File: src/rtl/alu_addr_seq_pkg.sv
// Shared definitions for the effective-address sequencer: ALU op encodings,
// addressing modes and sequencer states.
package alu_addr_seq_pkg;

  // ALU op encodings; must agree with the shared ALU decoder.
  localparam logic [5:0] ALU_NOP = 6'h00;
  localparam logic [5:0] ALU_ADD = 6'h01;
  localparam logic [5:0] ALU_INC = 6'h08;
  localparam logic [5:0] ALU_DEC = 6'h09;

  typedef enum logic [1:0] {
    AM_IDX = 2'd0,
    AM_REL = 2'd1,
    AM_ZP  = 2'd2
  } addr_mode_t;

  typedef enum logic [1:0] {
    IDLE = 2'd0,
    LO   = 2'd1,
    HI   = 2'd2,
    DONE = 2'd3
  } aseq_state_t;

  // Request mode 2'b11 is folded onto indexed addressing.
  function automatic addr_mode_t decode_mode(input logic [1:0] m);
    case (m)
      2'b01:   return AM_REL;
      2'b10:   return AM_ZP;
      default: return AM_IDX;
    endcase
  endfunction

endpackage

File: src/rtl/alu_addr_seq.sv
// Effective-address sequencer: borrows the shared 8-bit ALU for a low-byte add
// and an optional high-byte INC/DEC/pass, then reports address, crossing and cycle count.
module alu_addr_seq
  import alu_addr_seq_pkg::*;
#(
  parameter int OPW = 6
) (
  input  logic             clk,
  input  logic             rst_n,
  input  logic             req_valid,
  output logic             req_ready,
  input  logic [1:0]       req_mode,
  input  logic [15:0]      req_base,
  input  logic [7:0]       req_off,
  input  logic             req_force,
  output logic [OPW-1:0]   alu_op,
  output logic [7:0]       alu_a,
  output logic [7:0]       alu_b,
  output logic             alu_ci,
  input  logic [7:0]       alu_out,
  input  logic [7:0]       alu_status,
  output logic             busy,
  output logic             rsp_valid,
  input  logic             rsp_ready,
  output logic [15:0]      rsp_addr,
  output logic             rsp_cross,
  output logic [1:0]       rsp_cycles
);

  aseq_state_t state_reg;
  addr_mode_t  mode_reg;
  logic [15:0] base_reg;
  logic [7:0]  off_reg;
  logic        force_reg;
  logic [7:0]  lo_reg;
  logic        inc_reg;
  logic        dec_reg;
  logic        busy_reg;
  logic        rsp_valid_reg;
  logic [15:0] rsp_addr_reg;
  logic        rsp_cross_reg;
  logic [1:0]  rsp_cycles_reg;

  logic        lo_carry;
  logic        inc_next;
  logic        dec_next;
  logic        unused_status;

  assign unused_status = ^alu_status[7:1];

  assign req_ready  = (state_reg == IDLE);
  assign busy       = busy_reg;
  assign rsp_valid  = rsp_valid_reg;
  assign rsp_addr   = rsp_addr_reg;
  assign rsp_cross  = rsp_cross_reg;
  assign rsp_cycles = rsp_cycles_reg;

  // High-byte adjust derived from the low-byte carry; a negative relative
  // offset without carry borrows from the high byte.
  always_comb begin
    lo_carry = alu_status[0];
    inc_next = 1'b0;
    dec_next = 1'b0;
    case (mode_reg)
      AM_IDX: inc_next = lo_carry;
      AM_REL: begin
        inc_next = lo_carry & ~off_reg[7];
        dec_next = ~lo_carry & off_reg[7];
      end
      default: ;
    endcase
  end

  // ALU drive is a pure decode of state so the parent mux sees it immediately.
  always_comb begin
    alu_op = OPW'(ALU_NOP);
    alu_a  = 8'h00;
    alu_b  = 8'h00;
    alu_ci = 1'b0;
    case (state_reg)
      LO: begin
        alu_op = OPW'(ALU_ADD);
        alu_a  = base_reg[7:0];
        alu_b  = off_reg;
      end
      HI: begin
        alu_a = base_reg[15:8];
        alu_b = base_reg[15:8];
        if (inc_reg)      alu_op = OPW'(ALU_INC);
        else if (dec_reg) alu_op = OPW'(ALU_DEC);
      end
      default: ;
    endcase
  end

  always_ff @(posedge clk or negedge rst_n) begin
    if (!rst_n) begin
      state_reg      <= IDLE;
      mode_reg       <= AM_IDX;
      base_reg       <= 16'h0000;
      off_reg        <= 8'h00;
      force_reg      <= 1'b0;
      lo_reg         <= 8'h00;
      inc_reg        <= 1'b0;
      dec_reg        <= 1'b0;
      busy_reg       <= 1'b0;
      rsp_valid_reg  <= 1'b0;
      rsp_addr_reg   <= 16'h0000;
      rsp_cross_reg  <= 1'b0;
      rsp_cycles_reg <= 2'd0;
    end else begin
      case (state_reg)
        IDLE: begin
          if (req_valid) begin
            base_reg  <= req_base;
            off_reg   <= req_off;
            mode_reg  <= decode_mode(req_mode);
            force_reg <= req_force;
            busy_reg  <= 1'b1;
            state_reg <= LO;
          end
        end
        LO: begin
          lo_reg  <= alu_out;
          inc_reg <= inc_next;
          dec_reg <= dec_next;
          if (mode_reg == AM_ZP) begin
            rsp_addr_reg   <= {8'h00, alu_out};
            rsp_cross_reg  <= 1'b0;
            rsp_cycles_reg <= 2'd1;
            rsp_valid_reg  <= 1'b1;
            busy_reg       <= 1'b0;
            state_reg      <= DONE;
          end else if (inc_next || dec_next || force_reg) begin
            state_reg <= HI;
          end else begin
            rsp_addr_reg   <= {base_reg[15:8], alu_out};
            rsp_cross_reg  <= 1'b0;
            rsp_cycles_reg <= 2'd1;
            rsp_valid_reg  <= 1'b1;
            busy_reg       <= 1'b0;
            state_reg      <= DONE;
          end
        end
        HI: begin
          rsp_addr_reg   <= {alu_out, lo_reg};
          rsp_cross_reg  <= inc_reg | dec_reg;
          rsp_cycles_reg <= 2'd2;
          rsp_valid_reg  <= 1'b1;
          busy_reg       <= 1'b0;
          state_reg      <= DONE;
        end
        DONE: begin
          if (rsp_ready) begin
            rsp_valid_reg <= 1'b0;
            state_reg     <= IDLE;
          end
        end
        default: state_reg <= IDLE;
      endcase
    end
  end

endmodule

File: config.mk
export PLATFORM = sky130hd
export DESIGN_NAME = alu_addr_seq
export DESIGN_NICKNAME = d
export VERILOG_FILES = /design/src/rtl/alu_addr_seq_pkg.sv /design/src/rtl/alu_addr_seq.sv
export SDC_FILE = /design/constraint.sdc
export NUM_CORES = 1
export LEC_CHECK = 0
export BUFFER_PORTS_ARGS = -buffer_cell sky130_fd_sc_hd__buf_2
export CAP_MARGIN = 15
export CORE_ASPECT_RATIO = 0.5
export CORE_MARGIN = 5
export CORE_UTILIZATION = 50
export DETAILED_ROUTE_END_ITERATION = 8
export GPL_ROUTABILITY_DRIVEN = 0
export GPL_TIMING_DRIVEN = 0
export PLACE_DENSITY = 0.8
export SYNTH_ARGS = -nofsm -noshare
export SYNTH_HDL_FRONTEND = slang
export SYNTH_SLANG_ARGS = --single-unit
File: constraint.sdc
create_clock -name clk -period 2.98 [get_ports clk]
set_clock_uncertainty 0.2 [all_clocks]
set_input_delay 0.298 -clock clk [delete_from_list [all_inputs] [get_ports clk]]
set_output_delay 0.298 -clock clk [all_outputs]
set_load 0.1 [all_outputs]
==> flow_metrics.env, run 1 <==
export IMPL_run_status="finished clean"
export IMPL_reg2regPathDepth=6
export IMPL_end_kind="output pin"
export IMPL_clk_latency_ns=0.33
export IMPL_tns_ns=0
export IMPL_dieWidth_um=120.3
export IMPL_max_freq_ghz=0.3523
export IMPL_synth_compound_area_share_pct=14.84
export IMPL_initial_utilization_pct=50.88
export IMPL_grt_overflow=0
export IMPL_num_rows=20
export IMPL_worstPathArrival_ns=2.34
export IMPL_grt_first_pass_wirelength_um=12920
export IMPL_seq_area_frac_synth_pct=49.34
export IMPL_muxShareOfSynthArea_pct=20.27
export IMPL_synth_area_leaders="dfrtp_1 49%, mux2_2 20%, a21boi_0 4.2%, nand2_1 3.6%, a221o_1 2.6%"
export IMPL_area_delta_synth_final_pct=34.17
export IMPL_maxSlewHeadroom_pct=56.68
export IMPL_stdcell_area_um2=4083
export IMPL_numCtsBuffers=9
export IMPL_setup_slack_ns=0.1417
export IMPL_startpoint_type="flop"
export IMPL_ys_flop_type="dfrtp_1"
export IMPL_cts_tree="built"
export IMPL_reg2reg_slack_ns=0.55
export IMPL_r2r_end="rsp_addr[10]$_DFFE_PN0P_"
export IMPL_synthArstFlopShare_pct=100.0
export IMPL_root_buffer="clkbuf_16"
export IMPL_vias=2451
export IMPL_wl_per_cell_um=17.55
export IMPL_grtUsageTotal_pct=21.53
export IMPL_synth_top_area_cell="dfrtp_1"
export IMPL_syn_mean_instance_area_um2=11.53
export IMPL_finalHoldViolCount=0
export IMPL_synth_edf_count=0
export IMPL_die_area_um2=7841
export IMPL_drt_wl_total_um=7879
export IMPL_reg2reg_from="state_reg[0]$_DFFE_PN0P_"
export IMPL_pre_cts_ws_ns=-0.02007
export IMPL_synth_commonest_cells="60 x dfrtp_1, 53 x mux2_2, 29 x nand2_1"
export IMPL_rsz0062_at_grt="false"
export IMPL_drt_first_pass_iters=4
export IMPL_multi_input_area_um2=1475
export IMPL_antenna_diode_count=0
export IMPL_hold_start="req_base[13]"
export IMPL_routed_via_density=5.459
export IMPL_postSynthCellCount=264
export IMPL_nFillCells=427
export IMPL_critPathKind="reg -> out"
export IMPL_critPathCapture="alu_b[7]"
export IMPL_drt_iter0_drc=158
export IMPL_hp_class="in -> reg"
export IMPL_synth_most_common_cell="dfrtp_1"
export IMPL_drv_cap=0
export IMPL_required_ns=2.48
export IMPL_ant_nets=0
export IMPL_worstPathMaxFanout=19
export IMPL_cts_buffer_depth=2
export IMPL_fin_crit_ns=2.838
export IMPL_synth_seq_cells=60
export IMPL_ys_types=39
export IMPL_yosys_warnings=0
export IMPL_clkSinkCount=60
export IMPL_yosys_area_share_xor_xnor_pct=0
export IMPL_clk_pin_slew_worst_paths_ns=0.05
export IMPL_first_global_vias=2622
export IMPL_die_h_um=65.17
export IMPL_numPortBuffers=79
export IMPL_dpl_cell_area_um2=3632
export IMPL_yosys_area_top_type_share_pct=49.34
export IMPL_setup_violations=0
export IMPL_final_nets=418
export IMPL_seq_area_um2=1501
export IMPL_period_share_pct=95.25
export IMPL_synth_fa_ha_area_share_pct=1.645
export IMPL_setup_worst_path_start="state_reg[0]$_DFFE_PN0P_"
export IMPL_dp_hpwl_um=5601
export IMPL_yosys_area_share_simple_pct=9.046
export IMPL_fin_hold_ws_ns=0.001421
export IMPL_syn_cell_area_um2=3043
export IMPL_core_region_area_um2=5981
export IMPL_drive_above_1_share_pct=48.66
export IMPL_final_max_slew_viol_count=0
export IMPL_route_detailed_drc=0
export IMPL_worstMarginPinSlew_ns=0.6454
export IMPL_synth_top_family_by_area="multiplexers"
export IMPL_ios=92
export IMPL_grt_max_degree=40
export IMPL_antenna_found_initial=0
export IMPL_htreeDepth=3
export IMPL_post_cts_buffers=0
-- cells in the final DEF (no fill, tap or decap), drive strengths merged, types with 2 or more instances in the layout --
master / instances
buf: 92
dfrtp: 60
mux2: 53
nand2: 30
clkbuf: 22
a21boi: 17
nand3: 11
a21oi: 10
dlygate4sd3: 9
a22o: 8
a221o: 8
inv: 6
o21ai: 6
conb: 5
ha: 4
nor2b: 4
nand2b: 3
nor2: 3
mux2i: 2
o31ai: 2
bufinv: 2
a31oi: 2
-- cell families (layout without fill, tap and decap cells) --
kind of cell,after synthesis,after routing
AOI/OAI and AO/OA,58,58
muxes,55,55
buffers and inverters,29,133
and+or+nand+nor,57,57
other,1,5
adders and majority gates,4,4
DFF,60,60
-- layout make-up --
| cell class | count | share of cell area, % |
|---|---|---|
| well taps | 77 | 2.360 |
| flip-flops and latches | 60 | 36.78 |
| clock inverters | 4 | 1.778 |
| repair buffers | 89 | 13.42 |
| clock buffers | 12 | 6.037 |
| multi-input cells | 179 | 36.13 |
| plain buffers | 22 | 2.942 |
| inverters | 6 | 0.5516 |
-- metal layers --
layer	up-vias	part of all wire [%]	track usage [%]
met5	-	0	0
met4	0	2.2	9.181
met3	18	7.3	7.051
met2	96	49	36.27
met1	1195	42	25.75
li1	1142	-	-
-- worst min path at each step --
stage | to | slack (ns) | depth (start not counted)
after detailed placement | base_reg[4]$_DFFE_PN0P_ | 0.11 | 1
after floorplan | base_reg[0]$_DFFE_PN0P_ | -0.20 | 0
after global placement | lo_reg[1]$_DFFE_PN0P_ | 0.28 | 1
after global routing | base_reg[13]$_DFFE_PN0P_ | 0.002 | 2
after CTS | base_reg[3]$_DFFE_PN0P_ | 0.0004 | 2
final | base_reg[13]$_DFFE_PN0P_ | 0.001 | 2
-- per-stage QoR --
stage	util (%)	instances
3_5_place_dp	60.73	425
6_report	68.26	449
5_1_grt	68.26	449
4_1_cts	68.05	448
3_3_place_gp	60.40	424
2_1_floorplan	-	268
-- worst max-delay path: stages (launching register included) --
cell and delay (ns):
dfrtp_1 0.40, inv_1 0.10, ha_1 0.38, buf_2 0.34, clkbuf_2 0.27, a21boi_2 0.20
buf_4 0.31
-- what timing repair did --
action,4_1_cts,5_1_grt
gates resized for setup,17,4
endpoints found under the hold margin,28,1
hold buffers,8,1
endpoints found under the setup margin,17,17
Power of run 1 is not shown: default switching activity piles up to over one toggle a cycle in this logic, so the estimate is an artifact.
==> inputs of run 2 (changes only) <==
CORE_UTILIZATION = 51   (was 50)
PLACE_DENSITY = 0.81   (was 0.8)
==> flow_metrics.env, run 2 (synthesized netlist as in run 1, its figures left out) <==
export IMPL_cts_buffer_depth=2
export IMPL_wl_per_cell_um=17.40
export IMPL_worstPathMaxFanout=19
export IMPL_setup_violations=0
export IMPL_cts_tree="built"
export IMPL_period_share_pct=96.33
export IMPL_route_detailed_drc=0
export IMPL_end_kind="output pin"
export IMPL_routed_via_density=5.590
export IMPL_final_cells=446
export IMPL_worstPathArrival_ns=2.37
export IMPL_die_area_um2=7705
export IMPL_clk_pin_slew_worst_paths_ns=0.05
export IMPL_numCtsBuffers=9
export IMPL_htreeDepth=3
export IMPL_final_cell_mix="74 x buf_2, 60 x dfrtp_1, 53 x mux2_2"
export IMPL_dpl_cell_area_um2=3627
export IMPL_drv_cap=0
export IMPL_clk_latency_ns=0.33
export IMPL_ant_nets=0
export IMPL_final_max_slew_viol_count=0
export IMPL_clkSinkCount=60
export IMPL_grt_max_degree=43
export IMPL_initial_utilization_pct=54.01
export IMPL_fin_crit_ns=2.871
export IMPL_layout_commonest_cell="buf_2"
export IMPL_antenna_found_initial=0
export IMPL_core_region_area_um2=5634
export IMPL_critPathKind="reg -> out"
export IMPL_vias=2493
export IMPL_area_delta_synth_final_pct=33.35
export IMPL_dp_cells=421
export IMPL_required_ns=2.48
export IMPL_root_buffer="clkbuf_16"
export IMPL_seq_area_um2=1501
export IMPL_worstMarginPinSlew_ns=0.6158
export IMPL_max_freq_ghz=0.3484
export IMPL_dp_hpwl_um=5592
export IMPL_die_h_um=64.62
export IMPL_first_global_vias=2543
export IMPL_num_rows=19
export IMPL_drive_above_1_share_pct=49.06
export IMPL_drt_wl_total_um=7761
export IMPL_final_nets=419
export IMPL_ios=92
export IMPL_hp_class="in -> reg"
export IMPL_grt_first_pass_wirelength_um=12610
export IMPL_run_status="finished clean"
export IMPL_antenna_diode_count=0
export IMPL_finalHoldViolCount=0
export IMPL_startpoint_type="flop"
export IMPL_dieWidth_um=119.2
export IMPL_stdcell_area_um2=4058
export IMPL_maxSlewHeadroom_pct=58.67
export IMPL_drt_first_pass_iters=4
export IMPL_drt_iter0_drc=188
export IMPL_grt_overflow=0
export IMPL_setup_slack_ns=0.1095
export IMPL_numPortBuffers=79
export IMPL_grtUsageTotal_pct=20.95
export IMPL_nFillCells=396
export IMPL_multi_input_area_um2=1475
export IMPL_finish_utilization_pct=72.02
export IMPL_pre_cts_ws_ns=-0.08065
export IMPL_rsz0062_at_grt="false"
## run 2: metrics by stage
stage	setup TNS [ns]	hold WS, ns
after floorplan	0	-0.1976
after global placement	-0.007438	0.2838
after detailed placement	-0.5137	0.06877
after CTS	0	0.0005982
after global routing	0	0.008166
final	0	0.006707
## run 2: path summary, 6_finish.rpt
path	start	end	slack [ns]	cells past startpoint
worst max-delay path	state_reg[1]$_DFFE_PN0P_	alu_a[2]	0.11	6
worst min-delay path	req_off[3]	off_reg[3]$_DFFE_PN0P_	0.007	2
worst max register to register	state_reg[1]$_DFFE_PN0P_	rsp_addr[10]$_DFFE_PN0P_	0.59	6
worst min register to register	rsp_addr[6]$_DFFE_PN0P_	rsp_addr[6]$_DFFE_PN0P_	0.30	1
max in group asynchronous	rst_n	lo_reg[7]$_DFFE_PN0P_	1.76	3
min in group asynchronous	rst_n	base_reg[4]$_DFFE_PN0P_	0.25	2
## run 2: final cells by class
cell class	count	area share (%)
inverter	6	0.5550
tap	73	2.251
buffer	21	2.868
timing repair buffer	91	13.51
clock buffer	10	5.890
multi-input combinational	179	36.36
sequential	60	37.00
clock inverter	6	1.573
## run 2: worst max-delay path, cell delays in order, from the launching register on
cell	delay (ns)
dfrtp_1	0.40
inv_1	0.10
ha_1	0.37
buf_2	0.35
clkbuf_2	0.29
a21boi_2	0.21
buf_4	0.31
## run 2: routing by layer
layer	routed length, um	GRT usage, %	up-vias
li1	-	-	1152
met1	3359	26.50	1210
met2	3744	34.93	116
met3	528	5.734	15
met4	129	7.937	0
met5	0	0	-
## run 2: timing repair
item,4_1_cts,5_1_grt
endpoints found under the setup margin,17,4
hold buffers,11,0
resized for setup,10,2
setup buffers,0,0
endpoints found under the hold margin,28,0
gates cloned,0,0
Power of run 2 is left out for the same reason.
==> inputs of run 3 (changes only) <==
CORE_UTILIZATION = 30   (was 51)
PLACE_DENSITY = 0.53   (was 0.81)
==> flow_metrics.env, run 3 (synthesized netlist as in run 1, its figures left out) <==
export IMPL_run_status="finished clean"
export IMPL_worstPathArrival_ns=2.30
export IMPL_initial_utilization_pct=30.27
export IMPL_antenna_diode_count=0
export IMPL_post_cts_buffers=0
export IMPL_htreeDepth=3
export IMPL_drt_iter0_drc=137
export IMPL_cpPeakStageDelay_ns=0.40
export IMPL_period_share_pct=93.94
export IMPL_r2r_end="rsp_addr[1]$_DFFE_PN0P_"
export IMPL_final_cell_mix="72 x buf_2, 60 x dfrtp_1, 53 x mux2_2"
export IMPL_first_global_vias=2476
export IMPL_critPathSlowestCell="ha_1"
export IMPL_ios=92
export IMPL_rsz0062_at_grt="false"
export IMPL_root_buffer="clkbuf_16"
export IMPL_cp_depth=6
export IMPL_critPathCapture="alu_a[2]"
export IMPL_drt_wl_total_um=8267
export IMPL_cts_tree="built"
export IMPL_required_ns=2.48
export IMPL_hold_start="req_off[1]"
export IMPL_vias=2466
export IMPL_clkSinkCount=60
export IMPL_crit_chain="inv_1 > ha_1 > buf_4 > clkbuf_2 > a21boi_2 > buf_4"
export IMPL_startpoint_type="flop"
export IMPL_reg2reg_slack_ns=0.64
export IMPL_multi_input_area_um2=1475
export IMPL_die_area_um2=12380
export IMPL_ant_nets=0
export IMPL_die_h_um=81.22
export IMPL_max_freq_ghz=0.3572
export IMPL_grt_overflow=0
export IMPL_num_rows=26
export IMPL_final_nets=417
export IMPL_critPathKind="reg -> out"
export IMPL_setup_worst_path_start="state_reg[0]$_DFFE_PN0P_"
export IMPL_core_region_area_um2=10050
export IMPL_seq_area_um2=1501
export IMPL_drt_first_pass_iters=4
export IMPL_cp_num_buf_inv=4
export IMPL_setup_violations=0
export IMPL_worstMarginPinSlew_ns=0.7789
export IMPL_cpMostUsedCell="buf_4"
export IMPL_end_kind="output pin"
export IMPL_final_max_slew_viol_count=0
export IMPL_dieWidth_um=152.4
export IMPL_drv_cap=0
export IMPL_grt_first_pass_wirelength_um=13050
export IMPL_worstPathMaxFanout=19
export IMPL_drive_above_1_share_pct=49.06
export IMPL_route_detailed_drc=0
export IMPL_fin_crit_ns=2.800
export IMPL_finalHoldViolCount=0
export IMPL_hp_class="in -> reg"
export IMPL_grtUsageTotal_pct=13.61
export IMPL_layout_commonest_cell="buf_2"
export IMPL_cts_buffer_depth=2
export IMPL_cpLargestDelayFamily="buffers and inverters"
export IMPL_antenna_found_initial=0
export IMPL_wl_per_cell_um=16.18
export IMPL_clk_pin_slew_worst_paths_ns=0.05
export IMPL_tns_ns=0
export IMPL_routed_via_density=4.826
export IMPL_fin_hold_ws_ns=0.01072
export IMPL_reg2regPathDepth=6
export IMPL_reg2reg_from="state_reg[0]$_DFFE_PN0P_"
export IMPL_clk_latency_ns=0.32
export IMPL_numPortBuffers=79
export IMPL_grt_max_degree=33
export IMPL_stdcell_area_um2=4141
export IMPL_nFillCells=976
export IMPL_dp_hpwl_um=6206
export IMPL_numCtsBuffers=9
export IMPL_area_delta_synth_final_pct=36.10
export IMPL_dpl_cell_area_um2=3711
export IMPL_maxSlewHeadroom_pct=48.07
==> run 3: cell types whose count changed in the layout (fill, tap and decap cells not counted) <==
cell / change
buf_4: +1
dlygate4sd3_1: -2
clkbuf_1: +1
bufinv_16: +1
buf_2: -2
clkinv_4: -1
clkinv_2: +1
clkbuf_4: +1
clkinvlp_4: -2
==> run 3: area by class of cell <==
class	instances	share of cell area (%)
Inverter	6	0.5438
Clock buffer	11	5.861
Multi-Input combinational cell	179	35.62
Tap cell	140	4.230
Sequential cell	60	36.25
Clock inverter	5	1.813
Buffer	21	2.931
Timing Repair Buffer	89	12.75
==> run 3: how the worst min path moves through the flow <==
stage                                    endpoint  slack, ns  cells after the start
after floorplan           base_reg[0]$_DFFE_PN0P_      -0.20                      0
after global placement      rsp_cross$_DFFE_PN0P_       0.28                      1
after detailed placement         busy$_DFFE_PN0P_       0.22                      1
after CTS                  off_reg[1]$_DFFE_PN0P_      0.002                      2
after global routing      base_reg[8]$_DFFE_PN0P_      0.002                      2
final                      off_reg[1]$_DFFE_PN0P_       0.01                      2
==> run 3: stage by stage <==
step / worst slack [ns] / utilization, % / std cells
final: 0.1805 / 41.20 / 511
after global routing: 0.01755 / 41.20 / 511
after CTS: 0.02619 / 41.04 / 510
after detailed placement: -0.2003 / 36.92 / 488
after global placement: -0.1319 / 36.72 / 487
after floorplan: 0.1464 / - / 268
==> run 3: routing by layer <==
layer / track usage (%) / part of all wire, %
met4: 5.511 / 2.0
met1: 17.93 / 47
met3: 4.524 / 4.9
met2: 20.88 / 46
met5: 0 / 0
==> run 3: timing repair <==
action | 4_1_cts | 5_1_grt
endpoints found under the hold margin | 38 | 1
setup endpoints to repair | 17 | 17
resized for setup | 10 | 5
hold buffers | 8 | 1
pin swaps | 0 | 0
Power of run 3 is left out for the same reason.
